### config.mk
export PLATFORM = sky130hd
export DESIGN_NAME = regfile16_2r1w
export DESIGN_NICKNAME = d
export VERILOG_FILES = /design/src/rtl/regfile16_2r1w_pkg.sv /design/src/rtl/regfile_rd_port.sv /design/src/rtl/regfile16_2r1w.sv
export SDC_FILE = /design/constraint.sdc
export NUM_CORES = 1
export LEC_CHECK = 0
export CAP_MARGIN = 20
export CELL_PAD_IN_SITES_DETAIL_PLACEMENT = 0
export CELL_PAD_IN_SITES_GLOBAL_PLACEMENT = 2
export CORE_AREA = 3 3 126 152
export DETAILED_ROUTE_END_ITERATION = 10
export DIE_AREA = 0 0 129 155
export PLACE_DENSITY = 0.91
export RECOVER_POWER = 100
export SETUP_SLACK_MARGIN = 0.4
export SYNTH_ARGS = -nofsm -noshare
export SYNTH_HDL_FRONTEND = slang
export SYNTH_HIERARCHICAL = 1
export SYNTH_SLANG_ARGS = --single-unit
export TNS_END_PERCENT = 10
### constraint.sdc
create_clock -name i_clk -period 2.7 [get_ports i_clk]
set_input_delay 0.675 -clock i_clk [delete_from_list [all_inputs] [get_ports i_clk]]
set_output_delay 0.675 -clock i_clk [all_outputs]
set_load 0.02 [all_outputs]
### src/rtl/regfile16_2r1w_pkg.sv
// Shared sizing constants for the register file, operand muxes and decode stage.
package regfile16_2r1w_pkg;

    localparam int DATA_SIZE = 16;
    localparam int REG_NUM   = 8;
    localparam int ADDR_W    = $clog2(REG_NUM);

endpackage : regfile16_2r1w_pkg

### src/rtl/regfile_rd_port.sv
// One combinational read port: array select, write-first bypass, R0 forcing
// and busy qualification (bypassed data is already valid, so not busy).
module regfile_rd_port
    import regfile16_2r1w_pkg::*;
#(
    parameter int P_DATA_SIZE = DATA_SIZE,
    parameter int P_REG_NUM   = REG_NUM,
    parameter int P_ADDR_W    = $clog2(P_REG_NUM)
) (
    input  logic [P_REG_NUM-1:0][P_DATA_SIZE-1:0] i_regs,
    input  logic [P_REG_NUM-1:0]                  i_busy,
    input  logic [P_ADDR_W-1:0]                   i_addr,
    input  logic                                  i_wr_en,
    input  logic [P_ADDR_W-1:0]                   i_wr_addr,
    input  logic [P_DATA_SIZE-1:0]                i_wr_data,
    output logic [P_DATA_SIZE-1:0]                o_data,
    output logic                                  o_busy
);

    logic w_hit;

    // i_wr_en already excludes R0 and reset, so a hit is always a real write.
    assign w_hit = i_wr_en && (i_wr_addr == i_addr);

    // Select read data, with R0 hard-wired to zero ahead of the bypass.
    always_comb begin
        o_data = i_regs[i_addr];
        if (i_addr == '0) begin
            o_data = '0;
        end else if (w_hit) begin
            o_data = i_wr_data;
        end
    end

    // Busy is masked when the retiring write is being forwarded this cycle.
    always_comb begin
        o_busy = i_busy[i_addr] & ~w_hit;
    end

endmodule : regfile_rd_port

### src/rtl/regfile16_2r1w.sv
// Two-read / one-write flip-flop register file with a per-register busy
// scoreboard. R0 reads zero; reads are combinational with write-first bypass.
module regfile16_2r1w
    import regfile16_2r1w_pkg::*;
#(
    parameter int DATA_SIZE = regfile16_2r1w_pkg::DATA_SIZE,
    parameter int REG_NUM   = regfile16_2r1w_pkg::REG_NUM,
    parameter int ADDR_W    = $clog2(REG_NUM)
) (
    input  logic                 i_clk,
    input  logic                 i_rst_n,
    input  logic                 i_we,
    input  logic [ADDR_W-1:0]    i_w_addr,
    input  logic [DATA_SIZE-1:0] i_w_data,
    input  logic                 i_issue,
    input  logic [ADDR_W-1:0]    i_issue_addr,
    input  logic [ADDR_W-1:0]    i_ra_addr,
    input  logic [ADDR_W-1:0]    i_rb_addr,
    output logic [DATA_SIZE-1:0] o_ra_data,
    output logic [DATA_SIZE-1:0] o_rb_data,
    output logic                 o_ra_busy,
    output logic                 o_rb_busy
);

    localparam logic [REG_NUM-1:0] ONE_HOT_R0 = REG_NUM'(1);

    logic [REG_NUM-1:0][DATA_SIZE-1:0] r_regs;
    logic [REG_NUM-1:0]                r_busy;
    logic                              w_wr_en;
    logic                              w_issue_en;
    logic [REG_NUM-1:0]                w_wr_dec;
    logic [REG_NUM-1:0]                w_issue_dec;

    // Qualify write and issue: R0 targets are dropped, and nothing (including
    // the combinational bypass) is allowed through while reset is held.
    assign w_wr_en    = i_rst_n && i_we    && (i_w_addr != '0);
    assign w_issue_en = i_rst_n && i_issue && (i_issue_addr != '0);

    // One-hot decodes with bit 0 masked so R0 state can never change.
    always_comb begin
        w_wr_dec    = '0;
        w_issue_dec = '0;
        if (w_wr_en) begin
            w_wr_dec = (ONE_HOT_R0 << i_w_addr) & ~ONE_HOT_R0;
        end
        if (w_issue_en) begin
            w_issue_dec = (ONE_HOT_R0 << i_issue_addr) & ~ONE_HOT_R0;
        end
    end

    // Register storage; R0 is never loaded after reset.
    always_ff @(posedge i_clk or negedge i_rst_n) begin
        if (!i_rst_n) begin
            r_regs <= '0;
        end else begin
            for (int i = 1; i < REG_NUM; i++) begin
                if (w_wr_dec[i]) begin
                    r_regs[i] <= i_w_data;
                end
            end
        end
    end

    // Scoreboard: retire clears, issue sets; a same-edge issue wins because the
    // new producer supersedes the retiring one. Re-issue simply stays set.
    always_ff @(posedge i_clk or negedge i_rst_n) begin
        if (!i_rst_n) begin
            r_busy <= '0;
        end else begin
            r_busy <= ((r_busy & ~w_wr_dec) | w_issue_dec) & ~ONE_HOT_R0;
        end
    end

    regfile_rd_port #(
        .P_DATA_SIZE (DATA_SIZE),
        .P_REG_NUM   (REG_NUM),
        .P_ADDR_W    (ADDR_W)
    ) u_rd_port_a (
        .i_regs    (r_regs),
        .i_busy    (r_busy),
        .i_addr    (i_ra_addr),
        .i_wr_en   (w_wr_en),
        .i_wr_addr (i_w_addr),
        .i_wr_data (i_w_data),
        .o_data    (o_ra_data),
        .o_busy    (o_ra_busy)
    );

    regfile_rd_port #(
        .P_DATA_SIZE (DATA_SIZE),
        .P_REG_NUM   (REG_NUM),
        .P_ADDR_W    (ADDR_W)
    ) u_rd_port_b (
        .i_regs    (r_regs),
        .i_busy    (r_busy),
        .i_addr    (i_rb_addr),
        .i_wr_en   (w_wr_en),
        .i_wr_addr (i_w_addr),
        .i_wr_data (i_w_data),
        .o_data    (o_rb_data),
        .o_busy    (o_rb_busy)
    );

endmodule : regfile16_2r1w

==> results.md <==
* RSZ-0062 raised after global routing: true
* # DRC at 0
* Clock Sink Count at 119
* Drt pass-1 iters at 4
* Post-synthesis cell type count at 33
* Largest net degree at the start of global routing at 73
* Crit path kind: input port to output port
* Endpoints failing setup at 3
* Die W at 129 um
* Met3 usage at 4.36%
* Post-Synthesis Cells at 552
* Synth warn at 38
* Seq cells post-synth at 119
* Post-synthesis compound-gate area fraction at 6.82%
* Clock Path Buffers at 2
* Hold_ws at 466 ps
* Req. time, crit path at 2030 ps
* GRT Max-Usage Layer: met2
* # rows at 53
* Failing checks: setup timing
* Minimum clock period at between 2000 and 3000 ps
* CTS H-tree depth at 4
* Post-synthesis mux area share at 38.6%
* Power share of the clock group at 31.8%
* Routability Congestion at around 0.8
* Final worst path period share at 100%
* First-pass GRT wire length at roughly 36 mm
* Vias at roughly 5700
* Util after Layout at 59.2%
* Net switching power at 2150 uW
* Initial DRC Count at about 340
* Die Ht at 155 um
* Setup ws final at -10.7 ps
* Logic pwr share at 32.3%
* Asr flop ratio synth at 100%
* Area Overhead vs Synth at 44.4%
* Adder-cell share of the synthesized area at 0%
* Total CTS buffers at 17
* Worst Hold Class: input port to asynchronous set/reset pin
* Core Box Area at 17600 um2
* Initial antenna violation count at 0
* Wire length per cell at 24.4 um
* GR Layer Usage met2 at a little over two fifths
* Pleak at 0.00441 uW
* Commonest non-fill, non-tap cells in the layout: 119 x dfrtp_1, 102 x mux2_2, 60 x mux2i_1
* Synth Area in XOR/XNOR at 0.934%
* CTS tree: built
* Pins Over Slew Limit at 0
* Clock Skews at 0 ps
* Num ports at 66
* Hold Vio Cnt, Final at 0
* CTS clk-pin slew, worst paths at 60 ps
* N_diodes at 0
* Max_cap viols at 0
* Root Buffer: clkbuf_16
* Fmax at 369 MHz
* Post-synth EDFFs at 0
* Worst-path fanout max at 6
* Detail-routed via count per cell at just under 6
* Endpoint class of the critical path: output port
* Switching Fraction at 30.6%
* Share of layout cells above drive strength 1 at about 60%
* Drt total wl at 23.5 mm
* Pwr dens at 674 nW/um2
* Outcome: complete, but fails checks
* Worst rel slew slack at 1.63%
* Die ar. at 20000 um2
* GRT overflow at 0
* Post-synthesis simple-gate area fraction at a little over 7%
* Mapped cell area at between 7000 and 8000 um2
* Post-DRT Antenna Nets at 0
* Largest area contributor in the netlist: dfrtp_1
* Sequential fraction of design power at 35.9%
* Vias in the first global route at 6371
* Avg Inst Size Synth at 13.1 um2
* Sequential share of the synthesized area at 41.2%
* Fill cell count at 1393
* Global-route met1 utilization at ~28%
* Number of port buffers at 65
* Synth top area cells: dfrtp_1 41%, mux2_2 16%, mux4_2 12%
* Final nets at 764
* Largest family of logic cells by synthesized area: multiplexers
* Worst setup SP type: input port
* Post-synth top flop: dfrtp_1
* Initial Utilization at 41.0%
* Commonest non-fill, non-tap cell in the layout: dfrtp_1
* Peak VDD IR at about 350 uV
* P_int at 4890 uW
* DP Wirelength at between 10 and 15 mm
* GR Util All Layers at 23.8%
* Top-area cell type share of the netlist area at 41.2%
* Clk Latency, worst-skew pair at just over 400 ps
* Hold_buf cts at 0
* Dpl ws at -1030 ps
* Power Total at roughly 7000 uW
* Worst-margin pin slew at between 1000 and 1500 ps
* Crit path arrival time at a little over 2000 ps
==> cell usage after synthesis, types with 6 or more instances <==
master	n
dfrtp_1	119
mux2_2	103
mux2i_1	64
mux4_2	38
nor2_1	35
o22ai_1	35
nor3_1	32
a211oi_1	30
buf_6	18
buf_4	13
buf_2	11
mux2_4	9
o21ai_0	6
==> registers in the layout (all words and copies together), names as in the netlist <==
name,flops
r_busy,7
r_regs,112
==> area by class of cell <==
cell class,count,area [um2],area share (%)
clock buffer,24,482,4.61
clock inverter,8,96.3,0.922
inverter,3,11.3,0.108
multi-input combinational,420,4830,46.3
sequential,119,2980,28.5
tap,220,275,2.64
timing repair buffer,171,1770,16.9
==> layer usage <==
metal | up-vias | wire length (um)
met3 | 55 | 1010
met1 | 2991 | 9320
met4 | 0 | 657
li1 | 2439 | -
met5 | - | 0
met2 | 204 | 12500
==> power groups by stage <==
stage	clock [uW]	sequential (uW)	combinational, uW
finish	2240	2530	2270
global route	2360	2580	2410
CTS	2250	2510	2200
detailed placement	0	2540	2060
global placement	0	2490	2010
floorplan	0	2430	1430
==> cell families after synthesis <==
group | Yosys count
mux | 214
flops | 119
simple gates | 92
compound gates | 74
buf+inv | 46
xor+xnor | 6
other cells | 1
==> path summary, 6_finish.rpt <==
check | from | end | slack, ps | cells past startpoint
setup reg to reg | r_regs[44]$_DFFE_PN0P_ | r_regs[44]$_DFFE_PN0P_ | 1840 | 1
min in group i_clk | r_regs[56]$_DFFE_PN0P_ | r_regs[56]$_DFFE_PN0P_ | 530 | 1
max in group asynchronous | i_rst_n | r_regs[110]$_DFFE_PN0P_ | 670 | 3
hold reg to reg | r_regs[56]$_DFFE_PN0P_ | r_regs[56]$_DFFE_PN0P_ | 530 | 1
setup / recovery | i_ra_addr[1] | o_ra_data[8] | -10 | 7
hold / removal | i_rst_n | r_regs[106]$_DFFE_PN0P_ | 470 | 2
==> metrics by stage <==
step | instances | area [um2] | setup TNS [ps]
final | 965 | 10400 | -21.3
after CTS | 962 | 10400 | -2.31
after global routing | 965 | 10400 | -305
after global placement | 918 | 9290 | -29990
after detailed placement | 918 | 9290 | -31220
after floorplan | 585 | 7830 | 0
==> what timing repair did <==
item / CTS / global route
gates resized for setup: 299 / 62
pin swaps: 33 / 36
setup endpoints to repair: 34 / 34
cloned: 2 / 2
buffers inserted: 10 / 1
==> worst max-delay path: stages <==
cell and delay, ps:
buf_8 90, buf_12 130, buf_6 120, mux4_2 530
a211oi_4 290, nor3_4 60, buf_6 130
Power figures use the tool's default switching activity.
==> patch (same settings) <==
`DATA_SIZE`: 16 -> 8.
--- a/src/rtl/regfile16_2r1w_pkg.sv
+++ b/src/rtl/regfile16_2r1w_pkg.sv
@@ -2,5 +2,5 @@
 package regfile16_2r1w_pkg;
 
-    localparam int DATA_SIZE = 16;
+    localparam int DATA_SIZE = 8;
     localparam int REG_NUM   = 8;
     localparam int ADDR_W    = $clog2(REG_NUM);
Interface: changed (resized i_w_data, o_ra_data and o_rb_data); port bits go from 66 to 42. The function was not compared with the original's and may differ.
==> patch against the original RTL <==
Final area decreased by 42%. Critical endpoint is now o_ra_data[6]. Die area is the same. Sequential cell count fell by 56. Count of clock-buffer cells in the layout shrank 10. Setup slack improved by 15 ps. Combinational power decreased by 40%. Power is 43% lower. Synthesized cell count shrank 52%. Routed wire length shrank 50%. Synthesized area decreased by 45%.
==> patch: results (changes against the original RTL) <==
peak supply drop=0.000259 V (-26%); CTS H-tree lvls=3 (-1); registers with the most flip-flops=r_regs (56), r_busy (7); post-synthesis mux area share=41.7% (+3.1 points); CP max FO=8 (+2); Avg WL per Cell=19.3 um (-21%); I/O Buffers=41 (-37%); reg-to-reg slack, setup=1880 ps (+40 ps); combinational power=1360 uW (-40%); switching power=1150 uW (-47%); Place WS=-876 ps (+152 ps); Power Density=668 nW/um^2 (-0.90%); Synth cell types=30 (-9.1%); Nets=411 (-46%); Rel. slew slack=56.5% (+55 points); Commonest cells post-synth=63 x dfrtp_1, 50 x mux2_2, 32 x mux4_2, 16 x a211oi_1, 16 x mux2i_1; cts bufs inserted=9 (-8); Seq power=1330 uW (-47%); largest net degree at the start of global routing=67 (-8.2%); Reg-to-Reg Start=r_regs[40]; post-CTS setup buffers=12 (+2); drt first-iter violations=168 (-50%); number of fill cells=1,738 (+25%); share of cells above drive strength 1=62.8% (+3.7 points); Synth area leaders=dfrtp_1 39%, mux4_2 18%, mux2_2 14%, mux2i_1 4.0%, buf_6 3.1%; Synth Area in XOR/XNOR=3.00% (+2.1 points); dpl hpwl=7860 um (-47%); met3 wire len=425 um (-58%); register area share after synthesis=39.4% (-1.8 points); M2 GR Usage=20.9% (-21 points); GRT Util Overall=12.2% (-12 points); via/cell ratio=4.63 (-21%); max incr delay on CP=550 ps (+20 ps); GRT met3 Usage=1.89% (-2.5 points); WP data arrival=2020 ps (-20 ps); min-delay src=r_busy[2]; WL met2=6060 um (-52%); Leak=0.00238 uW (-46%); first-pass GRT wire length=18,600 um (-48%); minimum clock period=2700 ps (-15.0 ps); Reg-to-Reg End=r_regs[40]; First-pass DRT Iterations=4 (unchanged); Compound-Gate Fraction of Synth Area=4.41% (-2.4 points); post-CTS sizing=204 (-32%); Hold WC Path Type=flop to flop; clk_lat worst skew=330 ps (-80 ps); Hold WS=514 ps (+48.5 ps); vias in the first global route=3,291 (-48%); status=complete, no violations
==> patch: final cells by class <==
cell class,count,area [um^2],share of cell area [%]
Clock buffer,14,284,4.71
Clock inverter,2,60.1,0.995
Inverter,3,11.3,0.187
Multi-Input combinational cell,202,2700,44.8
Sequential cell,63,1580,26.1
Tap cell,220,275,4.56
Timing Repair Buffer,108,1130,18.7
==> patch: worst max path at each step <==
| stage | startpoint | end |
|---|---|---|
| 6_report | i_ra_addr[1] | o_ra_data[6] |
| 5_1_grt | i_ra_addr[1] | o_ra_data[6] |
| 4_1_cts | i_w_addr[2] | o_ra_data[5] |
| 3_5_place_dp | i_rb_addr[1] | o_rb_data[0] |
| 3_3_place_gp | i_rb_addr[1] | o_rb_data[0] |
| 2_1_floorplan | i_rb_addr[2] | o_rb_data[5] |
==> patch: stage by stage <==
stage	instance area, um^2	std cells
floorplan	4420	282
global placement	5470	581
detailed placement	5470	581
CTS	6240	612
global route	6040	612
finish	6040	612
